<file path="config.mk">
export PLATFORM = sky130hd
export DESIGN_NAME = light_driver_flat
export DESIGN_NICKNAME = d
export VERILOG_FILES = /design/src/rtl/light_driver_if.sv /design/src/rtl/light_driver.sv /design/src/flat_wrapper.sv
export SDC_FILE = /design/constraint.sdc
export NUM_CORES = 1
export LEC_CHECK = 0
export ABC_AREA = 1
export ABC_CLOCK_PERIOD_IN_PS = 2900
export CELL_PAD_IN_SITES_DETAIL_PLACEMENT = 0
export CELL_PAD_IN_SITES_GLOBAL_PLACEMENT = 1
export CORE_UTILIZATION = 40
export CTS_CLUSTER_DIAMETER = 40
export CTS_CLUSTER_SIZE = 30
export DETAILED_ROUTE_END_ITERATION = 10
export PLACE_DENSITY_LB_ADDON = 0.1
export SLEW_MARGIN = 30
export SYNTH_ARGS = -nofsm -noshare
export SYNTH_HDL_FRONTEND = slang
export SYNTH_SLANG_ARGS = --single-unit
export TNS_END_PERCENT = 30
</file>
<file path="constraint.sdc">
create_clock -name clk -period 2.9 [get_ports clk]
set_input_delay 0.435 -clock clk [delete_from_list [all_inputs] [get_ports clk]]
set_output_delay 0.435 -clock clk [all_outputs]
set_load 0.01 [all_outputs]
</file>
<file path="src/rtl/light_driver_if.sv">
// Controller-to-lamp signal bundle for light_driver: timebase, light code,
// brightness and clear request in; lamp drives, fault flag and phase age out.
interface light_driver_if #(
    parameter int C_PWM_BITS = 8
);
    logic                  blink;
    logic [1:0]            inLight;
    logic [C_PWM_BITS-1:0] inBrightness;
    logic                  inClearFault;
    logic                  outCarRed;
    logic                  outCarYellow;
    logic                  outCarGreen;
    logic                  outPedWalk;
    logic                  outPedStop;
    logic                  outFault;
    logic [7:0]            outPhaseBlinks;

    modport master (
        output blink, inLight, inBrightness, inClearFault,
        input  outCarRed, outCarYellow, outCarGreen, outPedWalk, outPedStop,
        input  outFault, outPhaseBlinks
    );

    modport slave (
        input  blink, inLight, inBrightness, inClearFault,
        output outCarRed, outCarYellow, outCarGreen, outPedWalk, outPedStop,
        output outFault, outPhaseBlinks
    );
endinterface

</file>
<file path="src/rtl/light_driver.sv">
// Lamp decoder with PWM dimming, walk-lamp flashing and an independent
// phase-transition monitor that latches a fault and forces flashing yellow.
module light_driver #(
    parameter int C_PWM_BITS   = 8,
    parameter int C_MIN_YELLOW = 20,
    parameter int C_PED_STEADY = 50,
    parameter int C_RECOVER    = 10
) (
    input logic           clk,
    input logic           rst,
    light_driver_if.slave bus
);

    typedef enum logic [1:0] {
        sRun     = 2'b00,
        sFault   = 2'b01,
        sRecover = 2'b10
    } state_t;

    state_t                state_r;
    state_t                state_next_s;
    logic                  blink_r;
    logic [1:0]            light_r;
    logic [7:0]            count_r;
    logic                  flash_r;
    logic [C_PWM_BITS-1:0] pwm_r;
    logic [4:0]            lamp_r;
    logic                  fault_r;

    logic                  tick_s;
    logic                  change_s;
    logic                  legal_s;
    logic                  fault_entry_s;
    logic                  recover_entry_s;
    logic                  pwm_on_s;
    logic                  walk_s;
    logic [4:0]            lamp_s;

    assign tick_s          = bus.blink & ~blink_r;
    assign change_s        = (bus.inLight != light_r);
    assign pwm_on_s        = (&bus.inBrightness) | (pwm_r < bus.inBrightness);
    assign fault_entry_s   = (state_next_s == sFault) && (state_r != sFault);
    assign recover_entry_s = (state_next_s == sRecover) && (state_r != sRecover);
    assign walk_s          = (count_r < 8'(C_PED_STEADY)) ? 1'b1 : flash_r;

    // Transition legality; leaving yellow also needs the minimum dwell.
    always_comb begin
        legal_s = 1'b0;
        case ({light_r, bus.inLight})
            4'b00_01, 4'b00_11, 4'b01_10, 4'b11_00: legal_s = 1'b1;
            4'b10_00: legal_s = (count_r >= 8'(C_MIN_YELLOW));
            default:  legal_s = 1'b0;
        endcase
    end

    // Monitor next state; an unknown encoding is treated as a fault.
    always_comb begin
        state_next_s = state_r;
        case (state_r)
            sRun: begin
                if (change_s && !legal_s) state_next_s = sFault;
                else                      state_next_s = sRun;
            end
            sFault: begin
                if (bus.inClearFault && (bus.inLight == 2'b00)) state_next_s = sRecover;
                else                                            state_next_s = sFault;
            end
            sRecover: begin
                if (bus.inLight != 2'b00)                 state_next_s = sFault;
                else if (count_r == 8'(C_RECOVER))        state_next_s = sRun;
                else                                      state_next_s = sRecover;
            end
            default: state_next_s = sFault;
        endcase
    end

    // Lamp decode, bit order {car red, car yellow, car green, walk, stop}.
    always_comb begin
        lamp_s = 5'b00000;
        case (state_r)
            sRun: begin
                case (light_r)
                    2'b00:   lamp_s = 5'b10001;
                    2'b01:   lamp_s = 5'b00101;
                    2'b10:   lamp_s = 5'b01001;
                    2'b11:   lamp_s = {1'b1, 2'b00, walk_s, 1'b0};
                    default: lamp_s = 5'b10001;
                endcase
            end
            sFault:   lamp_s = {1'b0, flash_r, 2'b00, 1'b1};
            sRecover: lamp_s = 5'b10001;
            default:  lamp_s = {1'b0, flash_r, 2'b00, 1'b1};
        endcase
    end

    // Monitor state, sampled code, edge detector and PWM ramp.
    always_ff @(posedge clk) begin
        if (rst) begin
            state_r <= sRun;
            light_r <= 2'b00;
            blink_r <= 1'b0;
            pwm_r   <= '0;
        end else begin
            state_r <= state_next_s;
            light_r <= bus.inLight;
            blink_r <= bus.blink;
            pwm_r   <= pwm_r + 1'b1;
        end
    end

    // Phase age; a clear beats a coincident tick.
    always_ff @(posedge clk) begin
        if (rst)                                 count_r <= 8'd0;
        else if (change_s || recover_entry_s)    count_r <= 8'd0;
        else if (tick_s && (count_r != 8'hFF))   count_r <= count_r + 8'd1;
        else                                     count_r <= count_r;
    end

    // Flash phase restarts lit on every change and fault entry.
    always_ff @(posedge clk) begin
        if (rst)                            flash_r <= 1'b1;
        else if (change_s || fault_entry_s) flash_r <= 1'b1;
        else if (tick_s)                    flash_r <= ~flash_r;
        else                                flash_r <= flash_r;
    end

    // Registered outputs; the fault flag is never dimmed.
    always_ff @(posedge clk) begin
        if (rst) begin
            lamp_r  <= 5'b00000;
            fault_r <= 1'b0;
        end else begin
            lamp_r  <= lamp_s & {5{pwm_on_s}};
            fault_r <= (state_next_s == sFault);
        end
    end

    assign bus.outCarRed      = lamp_r[4];
    assign bus.outCarYellow   = lamp_r[3];
    assign bus.outCarGreen    = lamp_r[2];
    assign bus.outPedWalk     = lamp_r[1];
    assign bus.outPedStop     = lamp_r[0];
    assign bus.outFault       = fault_r;
    assign bus.outPhaseBlinks = count_r;

endmodule

</file>
<file path="src/flat_wrapper.sv">
// flat-port wrapper written by rule: the top's interface ports become plain ports
module light_driver_flat 
#(
    parameter int C_PWM_BITS   = 8,
    parameter int C_MIN_YELLOW = 20,
    parameter int C_PED_STEADY = 50,
    parameter int C_RECOVER    = 10
)
  (clk, rst, bus_blink, bus_inLight, bus_inBrightness, bus_inClearFault, bus_outCarRed, bus_outCarYellow, bus_outCarGreen, bus_outPedWalk, bus_outPedStop, bus_outFault, bus_outPhaseBlinks);
  light_driver_if #(.C_PWM_BITS(C_PWM_BITS)) bus_i ();
  input logic clk;
  input logic rst;
  input wire logic [$bits(bus_i.blink)-1:0] bus_blink;
  input wire logic [$bits(bus_i.inLight)-1:0] bus_inLight;
  input wire logic [$bits(bus_i.inBrightness)-1:0] bus_inBrightness;
  input wire logic [$bits(bus_i.inClearFault)-1:0] bus_inClearFault;
  output wire logic [$bits(bus_i.outCarRed)-1:0] bus_outCarRed;
  output wire logic [$bits(bus_i.outCarYellow)-1:0] bus_outCarYellow;
  output wire logic [$bits(bus_i.outCarGreen)-1:0] bus_outCarGreen;
  output wire logic [$bits(bus_i.outPedWalk)-1:0] bus_outPedWalk;
  output wire logic [$bits(bus_i.outPedStop)-1:0] bus_outPedStop;
  output wire logic [$bits(bus_i.outFault)-1:0] bus_outFault;
  output wire logic [$bits(bus_i.outPhaseBlinks)-1:0] bus_outPhaseBlinks;
  assign bus_i.blink = bus_blink;
  assign bus_i.inLight = bus_inLight;
  assign bus_i.inBrightness = bus_inBrightness;
  assign bus_i.inClearFault = bus_inClearFault;
  assign bus_outCarRed = bus_i.outCarRed;
  assign bus_outCarYellow = bus_i.outCarYellow;
  assign bus_outCarGreen = bus_i.outCarGreen;
  assign bus_outPedWalk = bus_i.outPedWalk;
  assign bus_outPedStop = bus_i.outPedStop;
  assign bus_outFault = bus_i.outFault;
  assign bus_outPhaseBlinks = bus_i.outPhaseBlinks;
  light_driver #(.C_PWM_BITS(C_PWM_BITS), .C_MIN_YELLOW(C_MIN_YELLOW), .C_PED_STEADY(C_PED_STEADY), .C_RECOVER(C_RECOVER)) u_core (.clk(clk), .rst(rst), .bus(bus_i));
endmodule
</file>
==> results by group, run 1 <==
Status
  • Status: completed

Layout
  • Fillers: 447
  • Multi-input gate area: 938.4 um^2
  • Post-route cell area: 2064 um^2
  • Share of layout cells above drive strength 1: 7.246%
  • Synth-to-Final Area Change: 24.06%
  • Final Net Count: 308
  • Antenna cells: 0
  • Seq. cell area: roughly 560 um^2

Detailed routing
  • DR WL/cell: between 10 and 15 um
  • Vias: about 1500
  • Via/cell ratio: 4.589
  • DRT Pass-1 Iters: 4
  • Total wire length: around 3500 um
  • 1st-iter DRT viols: 77
  • Antenna-violating nets left: 0
  • Drt drc: 0

Worst setup path
  • Max stage delay on crit path: 590 ps
  • Setup crit start kind: flip-flop
  • WP data arrival: 1350 ps
  • Critical path class: reg2out
  • FF-to-FF End: u_core.bus.outPhaseBlinks[3]
  • R2r setup slk: between 1000 and 1500 ps
  • Worst setup EP type: output pin
  • Sequence of cells on the critical path: clkdlybuf4s50_1
  • CP required: 2470 ps
  • CP max stage cell: clkdlybuf4s50_1
  • R2R depth: 8
  • Delay-heaviest family, CP: buffers and inverters
  • CP Max Fanout: 8
  • R2r startpoint: u_core.bus.outPhaseBlinks[1]
  • Worst Path Buf+Inv: 1

Timing
  • Rel. slew slack: a little under three quarters
  • Period utilization: roughly 60%
  • Final hold violation count: 0
  • Tmin final: about 1800 ps
  • # setup viols final: 0
  • Clk_skew: between 3 and 4 ps
  • RSZ-0062 raised after global routing: no
  • Max Clock Freq: 0.5592 GHz
  • Setup TNS: 0 ps
  • Actual slew at the worst max-slew pin: 432.1 ps
  • Max Slew Vio Count: 0

Yosys
  • Syn nets: around 280
  • Post-Synthesis Cells: 246
  • Avg Inst Size Synth: between 6 and 7 um^2
  • YS warnings: 0
  • Netlist Area Pre-Place: 1664 um^2
  • Area leader, netlist: dfxtp_1
  • Seq/Total Area, Yosys: 33.68%
  • Yosys top cell area share: between 30% and 40%
  • FF+latch count, synth: 28
  • Synth area leaders: dfxtp_1, nand2_1, ha_1, inv_1, a21oi_1
  • Post-synth cell types: 26

Power
  • Maximum vdd drop: 283.0 uV
  • Leakage: a little under 1 nW
  • Power density over cell area: 407.2 nW/um^2

Placed design
  • DP Area: 1993 um^2
  • Routability cong.: 0.8272
  • Final HPWL DP: between 2000 and 3000 um
  • Number of port buffers: 27

Min path
  • Hold EP: u_core.pwm_r[0]
  • Hold depth: 1
  • Hold Path Origin: u_core.pwm_r[0]
  • Hold Path Class: reg2reg

Die
  • Initial core utilization: 41.60%
  • Die area: around 4400 um^2
  • Row cnt: 23
  • Placeable core region: 4000 um^2
  • Die Y: between 60 and 70 um
  • IO Count: 28
  • Die Width: 66.50 um

Clock network
  • CTS Sinks: 28
  • Worst skew pair latency: roughly 280 ps
  • CTS H-tree depth: 1
  • Root buffer cell: clkbuf_8
  • PostCTS Resize Cnt: 0
  • CTS tree: built
  • CTS Buf Count: 3
  • Clock Path Buffers: 2
  • Post-CTS setup buffers: 0
  • Clk pin slew, worst setup/hold paths: 100 ps
  • CTS Hold Bufs: 0

GRT
  • Vias in the first global route: 1371
  • Global Route Usage Sum: 18.07%
  • Largest net degree at the start of global routing: 17
  • Global-route wire length before repair: 6016 um
  • Initial antenna violation count: 0
  • Grt total ovfl: 0

Run
  • MaxCap Viol Count: 0
[flip-flops by register name (all words and copies together) (netlist names)]
name                       count
u_core.bus.outPhaseBlinks      8
u_core.state_r                 2
u_core.flash_r                 1
u_core.blink_r                 1
u_core.bus.outFault            1
u_core.pwm_r                   8
u_core.lamp_r                  5
u_core.light_r                 2
[worst max-delay path by stage]
stage / slack, ps / startpoint / end / cells past startpoint
finish: 1110 / u_core.bus.outPhaseBlinks[4] / bus_outPhaseBlinks[4] / 1
global route: 1050 / u_core.bus.outPhaseBlinks[4] / bus_outPhaseBlinks[4] / 1
CTS: 1090 / u_core.bus.outPhaseBlinks[4] / bus_outPhaseBlinks[4] / 1
detailed placement: 970 / bus_inBrightness[7] / u_core.lamp_r[3] / 7
global placement: 970 / bus_inBrightness[7] / u_core.lamp_r[0] / 7
floorplan: 1610 / u_core.bus.outPhaseBlinks[1] / u_core.bus.outPhaseBlinks[4] / 8
[synthesized netlist by cell type (all sizes together)]
master,n
ha,17
clkbuf,1
nor3b,1
nor3,4
and2,1
dfxtp,28
o21a,1
nor4,1
o22ai,1
nand2,74
o21ai,7
xor2,3
nor2,26
a21oi,22
buf,1
nand3,12
nand4,3
inv,41
nand3b,1
a31oi,1
[cells by family (layout without fill, tap and decap cells)]
kind of cell | after synthesis | after routing | synth area share, %
flip-flops | 28 | 28 | 33.68
XOR/XNOR | 3 | 3 | 1.579
AO/OA/AOI/OAI | 32 | 32 | 9.926
buffers and inverters | 43 | 73 | 9.925
adder cells (fa/ha/maj) | 17 | 17 | 12.78
AND/OR/NAND/NOR | 123 | 123 | 32.11
[through the flow]
step	total power, mW	util, %	worst slack, ps	hold slack (ps)	std cells
floorplan	0.4882	-	1614	429.7	246
global placement	0.5437	49.83	968.5	446.1	322
detailed placement	0.5432	49.83	970.6	453.0	322
CTS	0.8582	51.61	1094	477.3	326
global route	0.8933	51.61	1050	511.6	326
finish	0.8407	51.61	1112	467.4	326
[layer usage]
metal / vias to the layer above / GRT usage [%] / share of wire, %
met5: - / 0 / 0
met1: 635 / 23.49 / 51
li1: 835 / - / -
met3: 2 / 4.281 / 3.1
met2: 24 / 29.72 / 45
met4: 0 / 4.787 / 0.84
[cell usage in the layout (no fill, tap or decap), types with 2 or more instances in the layout]
cell type and instances:
dfxtp_1 28, o21ai_0 4, nand2_2 2, a21oi_1 22
clkdlybuf4s50_1 27, nor2_1 25, nand3_1 12, inv_2 9
nand2_1 70, nand2_4 2, nand4_1 3, ha_1 17
o21ai_1 3, inv_1 32, nor3_1 3, xor2_1 3
clkbuf_8 3
[power breakdown]
part / internal [mW] / switching, mW
logic: 0.0560 / 0.0668
clock network: 0.185 / 0.123
registers: 0.400 / 0.0100
total: 0.640 / 0.200
[layout make-up]
class / count / area share (%)
clock buffers: 3 / 2.000
clock inverters: 1 / 1.455
inverters: 41 / 7.455
multi-input cells: 175 / 45.45
flip-flops and latches: 28 / 27.15
well taps: 50 / 3.030
repair buffers: 28 / 13.45
No activity file was read; power rests on OpenSTA's default activity.
==> inputs of run 2 (changes only) <==
--- a/config.mk
+++ b/config.mk
@@ -6,10 +6,10 @@
 export NUM_CORES = 1
 export LEC_CHECK = 0
 export ABC_AREA = 1
-export ABC_CLOCK_PERIOD_IN_PS = 2900
+export ABC_CLOCK_PERIOD_IN_PS = 1500
 export CELL_PAD_IN_SITES_DETAIL_PLACEMENT = 0
 export CELL_PAD_IN_SITES_GLOBAL_PLACEMENT = 1
-export CORE_UTILIZATION = 40
+export CORE_UTILIZATION = 33
 export CTS_CLUSTER_DIAMETER = 40
 export CTS_CLUSTER_SIZE = 30
 export DETAILED_ROUTE_END_ITERATION = 10
==> constraint.sdc (replaced) <==
create_clock -name clk -period 1.5 [get_ports clk]
set_input_delay 0.225 -clock clk [delete_from_list [all_inputs] [get_ports clk]]
set_output_delay 0.225 -clock clk [all_outputs]
set_load 0.01 [all_outputs]
==> run 2 against run 1 <==
  * Die area is 21% higher
  * Register-to-register slack worse by 1300 ps
  * Clock power grew 97%
  * Global-route usage decreased by 1.5 points
  * Worst setup slack worse by 1000 ps
  * Sequential share of layout area down 1.3 points
  * Critical path depth is 6 higher
  * Critical path type is now in2reg
  * Highest routed layer unchanged
==> results by group, run 2 (synthesized netlist as in run 1, its figures left out) <==
GRT
  • Global Route Usage Sum: 16.59% (was 18.07%)
  • Initial antenna violation count: 0 (unchanged)
  • Global-route wire length before repair: 6927 um (was 6016 um)
  • Largest net degree at the start of global routing: 17 (unchanged)
  • Vias in the first global route: 1592 (was 1371)
  • Grt total ovfl: 0 (unchanged)

Timing
  • Worst setup margin: 65.69 ps (was 1112 ps)
  • Period utilization: between 90% and 100%
  • # setup viols final: 0 (unchanged)
  • Rel. slew slack: 79.49% (was 71.09%)
  • Final hold violation count: 0 (unchanged)
  • RSZ-0062 raised after global routing: yes (was no)
  • Actual slew at the worst max-slew pin: 306.5 ps (was 432.1 ps)
  • Fin Hold WS: 471.8 ps (was 467.4 ps)
  • Max Clock Freq: ~0.70 GHz
  • Setup TNS: 0 ps (unchanged)
  • Max Slew Vio Count: 0 (unchanged)
  • Clk_skew: 9.073 ps (was 3.998 ps)
  • Tmin final: 1434 ps

Worst setup path
  • CP required: 1710 ps (was 2470 ps)
  • CP Max Fanout: 5 (was 8)
  • Critical path class: in2reg (was reg2out)
  • WP data arrival: 1650 ps (was 1350 ps)
  • Setup crit start kind: input pin (was flip-flop)
  • Worst setup EP type: flip-flop (was output pin)
  • R2R depth: 9 (was 8)

Power
  • Power consumption: 1.666 mW (was 840.7 uW)
  • Power density over cell area: 754.5 nW/um^2 (was 407.2 nW/um^2)
  • Sw Ratio: 24.39% (was 23.81%)
  • Psw: 406.3 uW (was 200.2 uW)
  • Combinational share of power: 16.2% (was 14.6%)
  • Sequential Power Share: 47.3% (was 48.7%)
  • Internal power: 1.260 mW (was 640.5 uW)
  • Clk pwr share: 36.5% (was 36.7%)
  • Maximum vdd drop: 345.8 uV (was 283.0 uV)
  • Leakage: 1.051 nW (was 0.9726 nW)

Clock network
  • CTS Sinks: 28 (unchanged)
  • Root buffer cell: clkbuf_8 (unchanged)
  • Clk pin slew, worst setup/hold paths: 110 ps (was 100 ps)
  • CTS H-tree depth: 1 (unchanged)
  • Worst skew pair latency: 280 ps (about the same)
  • CTS tree: built (unchanged)
  • Post-CTS setup buffers: 0 (unchanged)
  • CTS Buf Count: 3 (unchanged)
  • Clock Path Buffers: 2 (unchanged)

Detailed routing
  • WL met1: 1959 um (was 1777 um)
  • 1st-iter DRT viols: 58 (was 77)
  • Met2 WL: 1717 um (was 1538 um)
  • Antenna-violating nets left: 0 (unchanged)
  • Drt drc: 0 (unchanged)
  • Total wire length: 3778 um (was 3453 um)
  • Vias: 1556 (was 1496)
  • DR WL/cell: 10.55 um (was 10.59 um)
  • Via/cell ratio: 4.346 (was 4.589)
  • DRT Pass-1 Iters: 4 (unchanged)
  • Routed wire length on met3: 69 um (was 107 um)
  • Top Layer Used: met4 (unchanged)

Die
  • IO Count: 28 (unchanged)
  • Row cnt: 25 (was 23)
  • Initial core utilization: 34.77% (was 41.60%)
  • Placeable core region: 4786 um^2 (was 4000 um^2)
  • Die area: 5330 um^2 (was 4422 um^2)
  • Die Y: 73.01 um (was 66.50 um)
  • Die Width: 73.01 um (was 66.50 um)

Layout
  • Leading cell type in the layout, fill and taps excluded: nand2_1 (unchanged)
  • Commonest cells after routing, fill and taps aside: nand2_1, inv_1, clkdlybuf4s50_1 (was nand2_1, inv_1, dfxtp_1)
  • Non-Filler Instances: 358 (was 326)
  • Antenna cells: 0 (unchanged)
  • Final Net Count: 323 (was 308)
  • Share of layout cells above drive strength 1: 14.09% (was 7.246%)
  • Synth-to-Final Area Change: 32.71% (was 24.06%)
  • Fillers: 541 (was 447)

Placed design
  • Number of port buffers: 27 (unchanged)
  • Dpl ws: -219.0 ps (was 970.6 ps)
  • Routability cong.: 0.7400 (was 0.8272)
  • Placed cells: 354 (was 322)
  • Final HPWL DP: 2989 um (was 2718 um)

Run
  • MaxCap Viol Count: 0 (unchanged)

Status
  • Status: completed (unchanged)

Min path
  • Hold Path Class: reg2reg (unchanged)
  • Hold depth: 1 (unchanged)
[run 2: layout make-up]
class                      instances  area (um^2)  share of cell area [%]
clock inverter                     1        30.03                   1.360
multi-input combinational        175        938.4                   42.49
sequential                        28        570.5                   25.84
timing repair buffer              43        390.4                   17.68
tap                               67        83.83                   3.796
clock buffer                       3        41.29                   1.870
inverter                          41        153.9                   6.969
[run 2: what timing repair did]
item | in CTS | in global routing
hold buffers | 0 | 0
gates resized for setup | 2 | 5
setup endpoints to repair | 2 | 8
[run 2: per-layer routing]
layer	vias up	track usage (%)
met5	-	0
met4	0	5.229
met1	675	22.10
li1	861	-
met2	18	27.78
met3	2	2.072
[run 2: path summary, 6_finish.rpt]
kind	start	end	slack, ps
max	bus_inBrightness[7]	u_core.lamp_r[0]	70
min	u_core.pwm_r[0]	u_core.pwm_r[0]	470
max reg2reg	u_core.light_r[1]	u_core.flash_r	170
min reg2reg	u_core.pwm_r[0]	u_core.pwm_r[0]	470
[run 2: through the flow]
stage | instance area (um^2) | utilization (%)
after floorplan | 1664 | -
after global routing | 2208 | 46.14
after global placement | 2127 | 44.44
final | 2208 | 46.14
after CTS | 2201 | 45.99
after detailed placement | 2127 | 44.44
[run 2: power by group through the flow]
stage,combinational (mW),sequential [mW],clock (mW)
floorplan,0.131,0.813,0
global placement,0.272,0.809,0
detailed placement,0.273,0.808,0
CTS,0.274,0.791,0.628
global route,0.312,0.793,0.662
finish,0.270,0.788,0.608
[run 2: critical path, cell delays in order]
cell and delay, ps:
clkdlybuf4s50_1 480, inv_1 50, ha_1 300, a21oi_1 170, o21a_1 140, nand2_1 130
a21oi_1 170
==> inputs of run 3 (changes only) <==
--- a/config.mk
+++ b/config.mk
@@ -10,10 +10,10 @@
 export CELL_PAD_IN_SITES_DETAIL_PLACEMENT = 0
 export CELL_PAD_IN_SITES_GLOBAL_PLACEMENT = 1
 export CORE_UTILIZATION = 33
-export CTS_CLUSTER_DIAMETER = 40
 export CTS_CLUSTER_SIZE = 30
 export DETAILED_ROUTE_END_ITERATION = 10
 export PLACE_DENSITY_LB_ADDON = 0.1
+export REMOVE_ABC_BUFFERS = 1
 export SLEW_MARGIN = 30
 export SYNTH_ARGS = -nofsm -noshare
 export SYNTH_HDL_FRONTEND = slang
==> run 3 against run 2 <==
  * Worst hold slack worse by 5.7 ps
  * Clock power fell by 21%
  * Sequential share of layout area up 0.34 points
  * Critical path depth shrank 6
  * Wire length is 2.0% lower
  * Via count down 1.9%
  * Final cell count is 0.56% lower
  * Register-to-register slack about the same
  * Sequential power about the same
==> results by group, run 3 (synthesized netlist as in run 1, its figures left out) <==
Status
  • Status: completed (unchanged)

Timing
  • Clk_skew: 4.995 ps (was 9.073 ps)
  • Max Slew Vio Count: 0 (unchanged)
  • Max Clock Freq: 0.6985 GHz (was 0.6972 GHz)
  • RSZ-0062 raised after global routing: no (was yes)
  • Tmin final: 1432 ps (was 1434 ps)
  • Period utilization: 95.44% (was 95.62%)
  • Actual slew at the worst max-slew pin: 282.2 ps (was 306.5 ps)
  • Setup TNS: 0 ps (unchanged)
  • Final hold violation count: 0 (unchanged)
  • Worst setup margin: 68.42 ps (was 65.69 ps)
  • Rel. slew slack: 81.12% (was 79.49%)
  • # setup viols final: 0 (unchanged)

Layout
  • Post-route cell area: 2190 um^2 (was 2208 um^2)
  • Commonest cells after routing, fill and taps aside: nand2_1, inv_1, nor2_1 (was nand2_1, inv_1, clkdlybuf4s50_1)
  • Fillers: 529 (was 541)
  • Final Net Count: 321 (was 323)
  • Multi-input gate area: 944.7 um^2 (was 938.4 um^2)
  • Synth-to-Final Area Change: 31.58% (was 32.71%)
  • Layout Utilization: 45.75% (was 46.14%)
  • Seq. cell area: 573.1 um^2 (was 570.5 um^2)
  • Leading cell type in the layout, fill and taps excluded: nand2_1 (unchanged)
  • Antenna cells: 0 (unchanged)
  • Share of layout cells above drive strength 1: 14.88% (was 14.09%)

Power
  • Clk pwr share: 31.3% (was 36.5%)
  • Sw Ratio: 26.00% (was 24.39%)
  • Leakage: 1.076 nW (was 1.051 nW)
  • Power density over cell area: 702.1 nW/um^2 (was 754.5 nW/um^2)
  • Maximum vdd drop: 314.4 uV (was 345.8 uV)
  • Combinational share of power: 17.2% (was 16.2%)
  • Sequential Power Share: 51.4% (was 47.3%)
  • Internal power: 1.138 mW (was 1.260 mW)
  • Psw: 399.7 uW (was 406.3 uW)

Clock network
  • Worst skew pair latency: 280 ps (about the same)
  • CTS Sinks: 28 (unchanged)
  • CTS Buf Count: 3 (unchanged)
  • Clock Path Buffers: 2 (unchanged)
  • Root buffer cell: clkbuf_8 (unchanged)
  • CTS tree: built (unchanged)
  • Clk pin slew, worst setup/hold paths: 100 ps (was 110 ps)
  • CTS H-tree depth: 1 (unchanged)

Die
  • IO Count: 28 (unchanged)
  • Placeable core region: 4786 um^2 (unchanged)
  • Die Width: 73.01 um (unchanged)
  • Initial core utilization: 34.77% (unchanged)
  • Die area: 5330 um^2 (unchanged)
  • Die Y: 73.01 um (unchanged)
  • Row cnt: 25 (unchanged)

Detailed routing
  • Total wire length: 3703 um (was 3778 um)
  • 1st-iter DRT viols: 46 (was 58)
  • DRT Pass-1 Iters: 4 (unchanged)
  • DR WL/cell: 10.40 um (was 10.55 um)
  • Antenna-violating nets left: 0 (unchanged)
  • Via/cell ratio: 4.287 (was 4.346)
  • Drt drc: 0 (unchanged)
  • Vias: 1526 (was 1556)

Worst setup path
  • Critical path class: reg2out (was in2reg)
  • CP Max Fanout: 5 (unchanged)
  • Delay-heaviest family, CP: buffers and inverters (unchanged)
  • Sequence of cells on the critical path: clkdlybuf4s50_1 (was clkdlybuf4s50_1 -> inv_1 -> ha_1 -> a21oi_1 -> o21a_1 -> nand2_1 -> a21oi_1)
  • CP required: 1270 ps (was 1710 ps)
  • Worst setup EP type: output pin (was flip-flop)
  • Max stage delay on crit path: 540 ps (was 480 ps)
  • Worst Path Buf+Inv: 1 (was 2)
  • Setup crit start kind: flip-flop (was input pin)
  • WP data arrival: 1210 ps (was 1650 ps)
  • CP max stage cell: clkdlybuf4s50_1 (unchanged)

GRT
  • Largest net degree at the start of global routing: 16 (was 17)
  • Global-route wire length before repair: 6624 um (was 6927 um)
  • Global Route Usage Sum: 16.21% (was 16.59%)
  • Vias in the first global route: 1483 (was 1592)
  • Grt total ovfl: 0 (unchanged)
  • Initial antenna violation count: 0 (unchanged)

Placed design
  • DP Area: 2112 um^2 (was 2127 um^2)
  • Dpl ws: -166.1 ps (was -219.0 ps)
  • Number of port buffers: 27 (unchanged)
  • Final HPWL DP: 2946 um (was 2989 um)
  • Routability cong.: 0.8076 (was 0.7400)

Min path
  • Hold Path Class: reg2reg (unchanged)

Run
  • MaxCap Viol Count: 0 (unchanged)
-- run 3: changes by cell type in the layout (fill, tap and decap cells not counted), sizes merged --
| cell | previous run | this run |
|---|---|---|
| bufinv | 1 | 0 |
| clkdlybuf4s50 | 27 | 24 |
| dlymetal6s2s | 0 | 2 |
| clkbuf | 3 | 4 |
| buf | 16 | 14 |
| dlygate4sd2 | 0 | 1 |
-- run 3: final timing paths --
kind	from	cells past startpoint	slack, ps	endpoint
min reg2reg	u_core.pwm_r[0]	1	470	u_core.pwm_r[0]
min	u_core.pwm_r[0]	1	470	u_core.pwm_r[0]
max	u_core.bus.outPhaseBlinks[7]	1	70	bus_outPhaseBlinks[7]
max reg2reg	u_core.light_r[1]	5	180	u_core.lamp_r[1]
-- run 3: per-layer routing --
metal | global-route usage [%] | routed length (um) | vias to the layer above
li1 | - | - | 856
met1 | 21.61 | 1925 | 647
met2 | 25.72 | 1620 | 19
met3 | 3.453 | 112 | 4
met4 | 5.664 | 45 | 0
met5 | 0 | 0 | -
-- run 3: worst register-to-register path: stages, from the launching register on --
cell     delay [ps]
dfxtp_1         410
inv_1           120
ha_1            210
nor4_1          310
nand2_1          90
a21oi_1         110
-- run 3: layout make-up --
| class | instances | area share [%] |
|---|---|---|
| timing repair buffer | 41 | 17.31 |
| clock buffer | 4 | 2.514 |
| multi-input combinational | 175 | 43.14 |
| tap | 67 | 3.829 |
| sequential | 28 | 26.17 |
| inverter | 41 | 7.029 |
-- run 3: what timing repair did --
action,in CTS,in global routing
resized for setup,6,8
hold buffers,0,0
setup buffers,0,0
setup endpoints to repair,5,9
-- run 3: stage by stage --
stage | hold WS, ps | cells | power [mW]
2_1_floorplan | 291.7 | 244 | 0.9409
3_3_place_gp | 447.4 | 352 | 1.079
3_5_place_dp | 452.4 | 352 | 1.078
4_1_cts | 475.2 | 356 | 1.567
5_1_grt | 477.7 | 356 | 1.634
6_report | 466.1 | 356 | 1.537
-- run 3: power groups by stage --
stage	logic (mW)	registers [mW]	clock network (mW)
6_report	0.265	0.791	0.482
5_1_grt	0.308	0.794	0.532
3_3_place_gp	0.268	0.811	0
3_5_place_dp	0.268	0.810	0
4_1_cts	0.269	0.791	0.507
2_1_floorplan	0.128	0.813	0
